### src/rtl/mux_4_1_arb.sv
// rtl/mux_4_1_arb.sv - 4:1 stream merge with round-robin arbitration and a registered output word
//
// Ports:
//   CLK             single clock, all state updates on the rising edge
//   RST             synchronous active-high reset
//   X0..X3          input channel data (BITS_NUM wide)
//   VALID0..VALID3  input channel i holds a word
//   READY0..READY3  channel i word accepted this cycle (at most one high)
//   Y               registered merged data
//   Y_VALID         Y holds a word
//   Y_READY         downstream accepts Y this cycle
//   SEL_OUT         source channel index of Y, drives the SEL of the far-end 1:4 demux
//
// Build option: define MUX_4_1_ARB_FIXED_PRIO_EN for fixed priority
// (channel 0 highest); otherwise round-robin starting after the last grant.

module mux_4_1_arb #(
  parameter int BITS_NUM = 8
) (
  input  logic                CLK,
  input  logic                RST,
  input  logic [BITS_NUM-1:0] X0,
  input  logic [BITS_NUM-1:0] X1,
  input  logic [BITS_NUM-1:0] X2,
  input  logic [BITS_NUM-1:0] X3,
  input  logic                VALID0,
  input  logic                VALID1,
  input  logic                VALID2,
  input  logic                VALID3,
  output logic                READY0,
  output logic                READY1,
  output logic                READY2,
  output logic                READY3,
  output logic [BITS_NUM-1:0] Y,
  output logic                Y_VALID,
  input  logic                Y_READY,
  output logic [1:0]          SEL_OUT
);

  logic [3:0]          valid_vec;
  logic [3:0]          ready_vec;
  logic                load;
  logic                xfer_in;
  logic [1:0]          grant;
  logic                grant_ok;
  logic [BITS_NUM-1:0] grant_data;

  assign valid_vec = {VALID3, VALID2, VALID1, VALID0};

  // The output register can take a new word when empty or when its current
  // word leaves in this same cycle, which gives 1 word/cycle throughput.
  assign load = !Y_VALID || Y_READY;

`ifdef MUX_4_1_ARB_FIXED_PRIO_EN

  // Scan from the lowest priority up so the lowest valid index is written last.
  always_comb begin
    grant    = 2'd0;
    grant_ok = 1'b0;
    for (int k = 3; k >= 0; k--) begin
      if (valid_vec[k]) begin
        grant    = 2'(k);
        grant_ok = 1'b1;
      end
    end
  end

`else

  logic [1:0] last;
  logic [1:0] cand;

  // Search starts one past the last granted channel; the 2-bit add wraps 3 -> 0.
  always_comb begin
    grant    = 2'd0;
    grant_ok = 1'b0;
    cand     = 2'd0;
    for (int k = 0; k < 4; k++) begin
      cand = last + 2'(k + 1);
      if (!grant_ok && valid_vec[cand]) begin
        grant    = cand;
        grant_ok = 1'b1;
      end
    end
  end

  // Pointer only moves on an accepted word, so a stalled request keeps its turn.
  always_ff @(posedge CLK) begin
    if (RST) begin
      last <= 2'd3;
    end else if (xfer_in) begin
      last <= grant;
    end
  end

`endif

  // Reset gates the handshake so nothing is consumed while reset is held.
  assign ready_vec = (!RST && load && grant_ok) ? (4'b0001 << grant) : 4'b0000;
  assign xfer_in   = |ready_vec;

  assign READY0 = ready_vec[0];
  assign READY1 = ready_vec[1];
  assign READY2 = ready_vec[2];
  assign READY3 = ready_vec[3];

  always_comb begin
    grant_data = X0;
    case (grant)
      2'd0: grant_data = X0;
      2'd1: grant_data = X1;
      2'd2: grant_data = X2;
      2'd3: grant_data = X3;
      default: grant_data = X0;
    endcase
  end

  // Y and SEL_OUT only change on an input transfer; when the word drains they
  // keep their last values and only Y_VALID drops.
  always_ff @(posedge CLK) begin
    if (RST) begin
      Y       <= '0;
      SEL_OUT <= 2'd0;
      Y_VALID <= 1'b0;
    end else if (xfer_in) begin
      Y       <= grant_data;
      SEL_OUT <= grant;
      Y_VALID <= 1'b1;
    end else if (load) begin
      Y_VALID <= 1'b0;
    end
  end

endmodule

### config.mk
export PLATFORM = sky130hd
export DESIGN_NAME = mux_4_1_arb
export DESIGN_NICKNAME = d
export VERILOG_FILES = /design/src/rtl/mux_4_1_arb.sv
export SDC_FILE = /design/constraint.sdc
export NUM_CORES = 1
export LEC_CHECK = 0
export CORE_UTILIZATION = 38
export DETAILED_ROUTE_END_ITERATION = 6
export GPL_ROUTABILITY_DRIVEN = 0
export PLACE_DENSITY = 0.84
export SLEW_MARGIN = 20
export SYNTH_ARGS = -nofsm -noshare
export SYNTH_HDL_FRONTEND = slang
export SYNTH_SLANG_ARGS = --single-unit
export TNS_END_PERCENT = 100
### constraint.sdc
create_clock -name CLK -period 4.1 [get_ports CLK]
set_clock_uncertainty 0.1 [all_clocks]
set_input_delay 0.82 -clock CLK [delete_from_list [all_inputs] [get_ports CLK]]
set_output_delay 0.82 -clock CLK [all_outputs]
set_load 0.03 [all_outputs]
* Word-level counts from Yosys, hierarchy flattened *
Index checks and enable logic that the tools add are counted.

word-level totals
  bits in registers = 13
  input bits = 39
  output and inout bits = 15
  word-level logic and storage cells = 49

operators by class
  add/subtract/negate cells = 3
  $lt $le $gt $ge = 4
  equal/unequal tests = 3
  shift operators = 1
  mux-type cells = 20
  reduce and logical (&&, ||, !) cells = 14

operator list
  operator             number
  $pmux 8 s4           1
  $lt 2x3->1 const B   4
  $mux 1               10
  $bmux 1 s2           4
  $mux 2               4
  $logic_and 1x1->1    5
  $logic_not 1->1      5
  $add 2x2->2 const B  2
  $eq 2x2->1 const B   2
  $mux 4               1
  $reduce_or 4->1      1
  $shl 1x2->4 const A  1
  $add 2x1->2 const B  1
  $eq 2x1->1 const B   1
  $logic_not 2->1      1
  $reduce_bool 2->1    1
  $logic_or 1x1->1     1

* Longest topological paths before layout *
Gate-level depths: netlist (run 1).

  depth in word-level cells = 17
  depth in mapped cells = 7
  gate-level depth less buffers = 5

* Worst setup path after synthesis (run 1) *
No wires, ideal clock.

  kind = input -> output
  start point = input port VALID3
  end point = output port READY1
  data arrival time = 2323 ps
  data required time = 3180 ps
  path slack = 857 ps
  cell stages on the path = 6
  buffers on the path = 2
  path through = buf_4 -> and3b_1 -> a31oi_4 -> and2_1 -> buf_4 -> nor3_1

on the way
  cells in the longest elaborated chain, start to end = 14
  elaborated cells between the ends (all ways) = 25

ends and longest elaborated chain
  item                                                     line  text
  start: declaration                                       29    input logic VALID3,
  $bmux 1 s2                                               80    if (!grant_ok && valid_vec[cand]) begin
  $mux 1 (not written as such)                             80
  $mux 1                                                   80
  $logic_not 1->1                                          80
  $logic_and 1x1->1                                        80
  $mux 1                                                   80
  $logic_not 1->1                                          80
  $logic_and 1x1->1                                        80
  $mux 1                                                   80
  $logic_not 1->1                                          80
  $logic_and 1x1->1                                        80
  $mux 2 / $mux 1 (equally long branches)                  80
  $shl 1x2->4 / $logic_and 1x1->1 (equally long branches)  99    assign ready_vec = (!RST && load && grant_ok) ? (4'b0001 << grant) : 4'b0000;
  $mux 4 *                                                 99
  end: declaration                                         31    output logic READY1,

Every way passes the cells marked *; elsewhere a longest branch is shown, timed or not. The select of a mux whose other input is x is not followed.

* Worst setup path in the final report (run 1) *
  start point = input port VALID1
  end point = output port READY3

on the way
  cells in the longest elaborated chain, start to end = 14
  elaborated cells between the ends (all ways) = 25

ends and longest elaborated chain
  item                                                     line  text
  start: declaration                                       27    input logic VALID1,
  $bmux 1 s2                                               80
  $mux 1 (not written as such)                             80
  $mux 1                                                   80
  $logic_not 1->1                                          80
  $logic_and 1x1->1                                        80
  $mux 1                                                   80
  $logic_not 1->1                                          80
  $logic_and 1x1->1                                        80
  $mux 1                                                   80
  $logic_not 1->1                                          80
  $logic_and 1x1->1                                        80
  $mux 2 / $mux 1 (equally long branches)                  80
  $shl 1x2->4 / $logic_and 1x1->1 (equally long branches)  99
  $mux 4 *                                                 99
  end: declaration                                         33    output logic READY3,

Marked as above.

==> results.yml, run 1 <==
global_routing:
  grt_max_degree: 14
  top_usage_layer: "met2"
  overflow: 0
  grt_pass1_vias: 915
  grtUsageMet3_pct: 5.35
  grt_use_total_pct: 24.2
  grt_pass1_wl_um: 4320
  grt_antenna_before_repair: 0
  met2_usage_pct: 38.9
  use_met1_pct: 31.0
clock_network:
  htreeDepth: 1
  post-cts-setup-buffers: 0
  cts_sinks: 13
  cts_tree: "built"
  clock_path_buffers: 2
  numCtsBuffers: 3
  clkSlewWorstSetupHoldPaths_ns: 0.08
  hold_buffers: 0
  worst_skew_pair.late_latency_ns: 0.28
  cts_resized: 0
  clockRootBuffer: "clkbuf_4"
sta:
  tns_ns: 0
  holdWs_ns: 0.353
  period_minus_slack_ns: 3.92
  slew_violations: 0
  setup_slack_ns: 0.185
  tightest_slew_ns: 0.683
  fmax_mhz: 255
  rsz0062_at_grt: "no"
  hold_viol: 0
  setup_violations: 0
  final.period_utilization_pct: 95.5
  slew_headroom_pct: 54.3
logic_synthesis:
  netlist_top_cells_area: "dfxtp_1, a21boi_0, o221ai_1, a211oi_1, nand2_1"
  synth_edf_count: 0
  yosys.area.top_type: "dfxtp_1"
  syn_nets: 141
  ys.warnings.count: 0
  yosysMostFrequentCell: "nand2_1"
  postSynthAreaPerCell_um2: 8.13
  async_flop_share_pct: 0
  synth_cells: 102
  yosys-top-cells-count: "nand2_1, dfxtp_1, a21boi_0"
  yosysTopAreaCellShare_pct: 31.4
  ys_ff_latch: 13
  yosysSeqAreaShare_pct: 31.4
  ys_types: 31
  synth_ff_type: "dfxtp_1"
  synth_area_um2: 830
power:
  ir_drop_mv: 0.204
  comb_power_share_pct: 44.7
  switchingPower_uw: 155
  p_int_uw: 273
  clockPowerShare_pct: 19.4
  seqPwrFrac_pct: 36.0
  pwr_density_cell_nw_per_um2: 301
  swShare_pct: 36.1
  total_leakage_power_uw: 0.000528
detailed_routing:
  wl_per_cell_um: 14.9
  drtAntennaViolNets: 0
  dr.pass1.iters: 4
  vias: 1023
  drt_iter0_markers: 37
  drc: 0
  viasPerCell: 5.50
  drt-total-wl_um: 2760
cells_and_area:
  design_area_um2: 1420
  area_growth_pct: 71.3
  diodes: 0
  stdcell_count: 186
  drive_gt1_share_pct: 9.43
  layout.nets: 199
floorplan:
  fp.dieW_um: 48.7
  rows: 16
  die-height_um: 48.7
  ioPinCount: 54
  start_util_pct: 41.4
  coreArea_um2: 2000
  die_area_um2: 2370
critical_path:
  cp.arrival_ns: 3.00
  cp_data_required_time_ns: 3.18
  cp_slowest_stage_delay_ns: 0.70
  critPathMostFrequentCell: "clkdlybuf4s50_1"
  cp_max_fo: 13
  endpoint_kind: "primary output"
  crit_chain: "clkdlybuf4s50_1 > nor2b_1 > a21oi_1 > o221a_2 > nor3_1 > clkdlybuf4s50_1"
  crit_buf_inv: 2
  critPathKind: "in -> out"
  crit_path_start_kind: "input pin"
  cpMaxStageDelayCell: "clkdlybuf4s50_1"
  cp_top_family: "buffers and inverters"
place:
  place_area_um2: 1400
  place_inst: 182
  place_hpwl_um: 2070
  io_buffer_count: 53
  pre_cts_ws_ns: 0.184
hold_path:
  hold_class: "reg -> reg"
flow_run:
  drv_cap: 0
outcome:
  status: "finished clean"
## per-stage QoR
stage / total power, µW / utilization (%)
floorplan: 258 / -
global placement: 342 / 69.7
detailed placement: 346 / 69.7
CTS: 428 / 71.0
global route: 452 / 71.0
finish: 428 / 71.0
## routing by layer
metal	routed length, µm	share of wire, %
met1	1270	46
met2	1260	46
met3	209	7.6
met4	28	1.0
met5	0	0
## final timing paths
path	from	to	slack [ns]	cells past startpoint
setup / recovery	VALID1	READY3	0.18	6
hold / removal	Y[2]	Y[2]	0.35	2
setup reg to reg	last[1]	Y[4]	2.21	6
hold reg to reg	Y[2]	Y[2]	0.35	2
## worst reg2reg max path, stage by stage (launching register included)
cell and delay (ns):
dfxtp_1 0.55, and3b_1 0.30, a31oi_4 0.08, and2_1 0.20, buf_4 0.17, a211oi_1 0.26
o31ai_1 0.11
## power by group through the flow
stage	sequential [µW]	clock (µW)	combinational [µW]
finish	154	82.9	191
global route	155	93.5	203
CTS	153	83.8	190
detailed placement	156	0	189
global placement	155	0	187
floorplan	178	0	79.5
## layout make-up
cell class	instances	area (µm²)
Fill cell	164	581
Inverter	1	3.75
Sequential cell	13	260
Clock buffer	4	26.3
Timing Repair Buffer	58	566
Tap cell	27	33.8
Multi-Input combinational cell	83	532
## state kept, by name (all words and copies together), names as in the netlist
signal and cells:
SEL_OUT 2, Y 8, last 2, Y_VALID 1
## cells in the final DEF, fill, tap and decap left out, types with 3 or more instances in the layout
cell and instances:
a211oi_1 8, a21boi_0 9, a21oi_1 4, buf_4 6, clkbuf_4 3, clkdlybuf4s50_1 52, dfxtp_1 13, nand2_1 16
nor2_1 6, nor3_1 4, o21ai_1 8, o221ai_1 7
## cells by family (layout without fill, tap and decap cells)
logic type / after synthesis / after routing / synth area share [%]
flip-flops: 13 / 13 / 31.4
buffers and inverters: 6 / 63 / 4.52
AO/OA/AOI/OAI: 45 / 45 / 41.0
AND/OR/NAND/NOR: 37 / 37 / 21.9
multiplexers: 1 / 1 / 1.21
No activity file was read; power rests on OpenSTA's default activity.
==> inputs of run 2 (changes only) <==
--- a/config.mk
+++ b/config.mk
@@ -9,7 +9,6 @@
 export DETAILED_ROUTE_END_ITERATION = 6
 export GPL_ROUTABILITY_DRIVEN = 0
 export PLACE_DENSITY = 0.84
-export SLEW_MARGIN = 20
 export SYNTH_ARGS = -nofsm -noshare
 export SYNTH_HDL_FRONTEND = slang
 export SYNTH_SLANG_ARGS = --single-unit
==> results of run 2 <==
Final layout, timing and power as in run 1 (identical DEF).
==> inputs of run 3 (changes only) <==
--- a/config.mk
+++ b/config.mk
@@ -9,6 +9,7 @@
 export DETAILED_ROUTE_END_ITERATION = 6
 export GPL_ROUTABILITY_DRIVEN = 0
 export PLACE_DENSITY = 0.84
+export SETUP_SLACK_MARGIN = 0.3
 export SYNTH_ARGS = -nofsm -noshare
 export SYNTH_HDL_FRONTEND = slang
 export SYNTH_SLANG_ARGS = --single-unit
==> run 3 against run 2 <==
Compared with the run above: clock power is essentially flat; design area is the same; utilization is the same; register-to-register slack is essentially flat; maximum frequency grew 8.1%; setup slack gained 0.29 ns; highest routed layer unchanged; sequential share of layout area is the same; critical endpoint unchanged; first-iteration DRC count shrank 8.1%; routed wire length grew 0.18%; global-route usage is the same.
==> results.yml, run 3 (synthesis gave the netlist of run 1 again) <==
cells_and_area:
  multi_input_area_um2: 532
  largest-register: "Y"
  stdcell_count: 186
  final_cell_mix: "clkdlybuf4s50_1, nand2_1, dfxtp_1, a21boi_0"
  seqCellArea_um2: 260
  drive_gt1_share_pct: 9.43
  diodes: 0
  layout.nets: 199
  n_fill_cell: 166
  area_growth_pct: 71.3
  reg_top3: "Y x8, SEL_OUT x2, last x2"
  largest_register_ffs: 8
  final_common_cell: "clkdlybuf4s50_1"
clock_network:
  hold_buffers: 0
  clockRootBuffer: "clkbuf_4"
  worst_skew_pair.late_latency_ns: 0.28
  cts_resized: 2
  clkSlewWorstSetupHoldPaths_ns: 0.08
  numCtsBuffers: 3
  clock_path_buffers: 2
  cts_sinks: 13
  htreeDepth: 1
  post-cts-setup-buffers: 0
  cts_tree: "built"
detailed_routing:
  drt_iter0_markers: 34
  vias: 1034
  viasPerCell: 5.56
  dr.pass1.iters: 4
  drtAntennaViolNets: 0
  drt-total-wl_um: 2770
  drc: 0
  wl_per_cell_um: 14.9
critical_path:
  endpoint_kind: "primary output"
  cp_data_required_time_ns: 3.18
  critPathKind: "in -> out"
  cp.arrival_ns: 2.70
  cp_max_fo: 13
  crit_chain: "clkdlybuf4s50_1 > nor2b_1 > a21oi_1 > o221a_2 > nor3_1 > dlygate4sd2_1"
  cp_slowest_stage_delay_ns: 0.59
  cpMaxStageDelayCell: "clkdlybuf4s50_1"
  crit_path_start_kind: "input pin"
sta:
  slew_headroom_pct: 55.3
  setup_violations: 0
  final.period_utilization_pct: 88.4
  rsz0062_at_grt: "no"
  tightest_slew_ns: 0.668
  hold_viol: 0
  slew_violations: 0
  period_minus_slack_ns: 3.62
  holdWs_ns: 0.354
  fmax_mhz: 276
  tns_ns: 0
floorplan:
  ioPinCount: 54
  start_util_pct: 41.4
  coreArea_um2: 2000
  rows: 16
  fp.dieW_um: 48.7
  die-height_um: 48.7
  die_area_um2: 2370
global_routing:
  grt_max_degree: 14
  overflow: 0
  grt_antenna_before_repair: 0
  grt_pass1_vias: 915
  grt_use_total_pct: 24.2
  grt_pass1_wl_um: 4320
place:
  place_inst: 182
  io_buffer_count: 53
  place_hpwl_um: 2070
power:
  pwr_density_cell_nw_per_um2: 300
  ir_drop_mv: 0.203
  total_leakage_power_uw: 0.000552
hold_path:
  hold_class: "reg -> reg"
flow_run:
  drv_cap: 0
outcome:
  status: "finished clean"
==> run 3: per-stage QoR <==
step	util, %	total power, µW	worst slack [ns]	area, µm²
floorplan	-	258	0.857	830
global placement	69.7	342	0.271	1400
detailed placement	69.7	346	0.184	1400
CTS	70.9	427	0.363	1420
global route	71.0	451	0.342	1420
finish	71.0	426	0.478	1420
==> run 3: area by class of cell <==
class                           count  share of cell area [%]
Sequential cell                    13                    18.3
Timing Repair Buffer               58                    39.8
Clock buffer                        4                    1.85
Tap cell                           27                    2.38
Multi-Input combinational cell     83                    37.4
Inverter                            1                   0.264
==> run 3: routing by layer <==
layer	wire, µm	GRT usage, %	part of all wire [%]
met5	0	0	0
met4	28	9.80	1.0
met3	166	5.35	6.0
met2	1300	38.9	47
met1	1280	31.0	46
==> run 3: worst paths after layout <==
check / depth (start not counted) / to / slack (ns) / from
hold reg to reg: 2 / Y[2] / 0.35 / Y[2]
hold / removal: 2 / Y[2] / 0.35 / Y[2]
setup reg to reg: 6 / Y[4] / 2.21 / last[1]
setup / recovery: 6 / READY3 / 0.48 / VALID1
==> run 3: where the power goes <==
group	internal (µW)	switching (µW)
sequential	142	12.1
clock	37.8	45.1
combinational	92.6	97.2
total	272	154
==> run 3: worst max-delay path: cells and delay by family <==
| kind | cells | cell delay, ns |
|---|---|---|
| compound gates | 2 | 0.44 |
| buf+inv | 2 | 1.01 |
| simple gates | 2 | 0.42 |
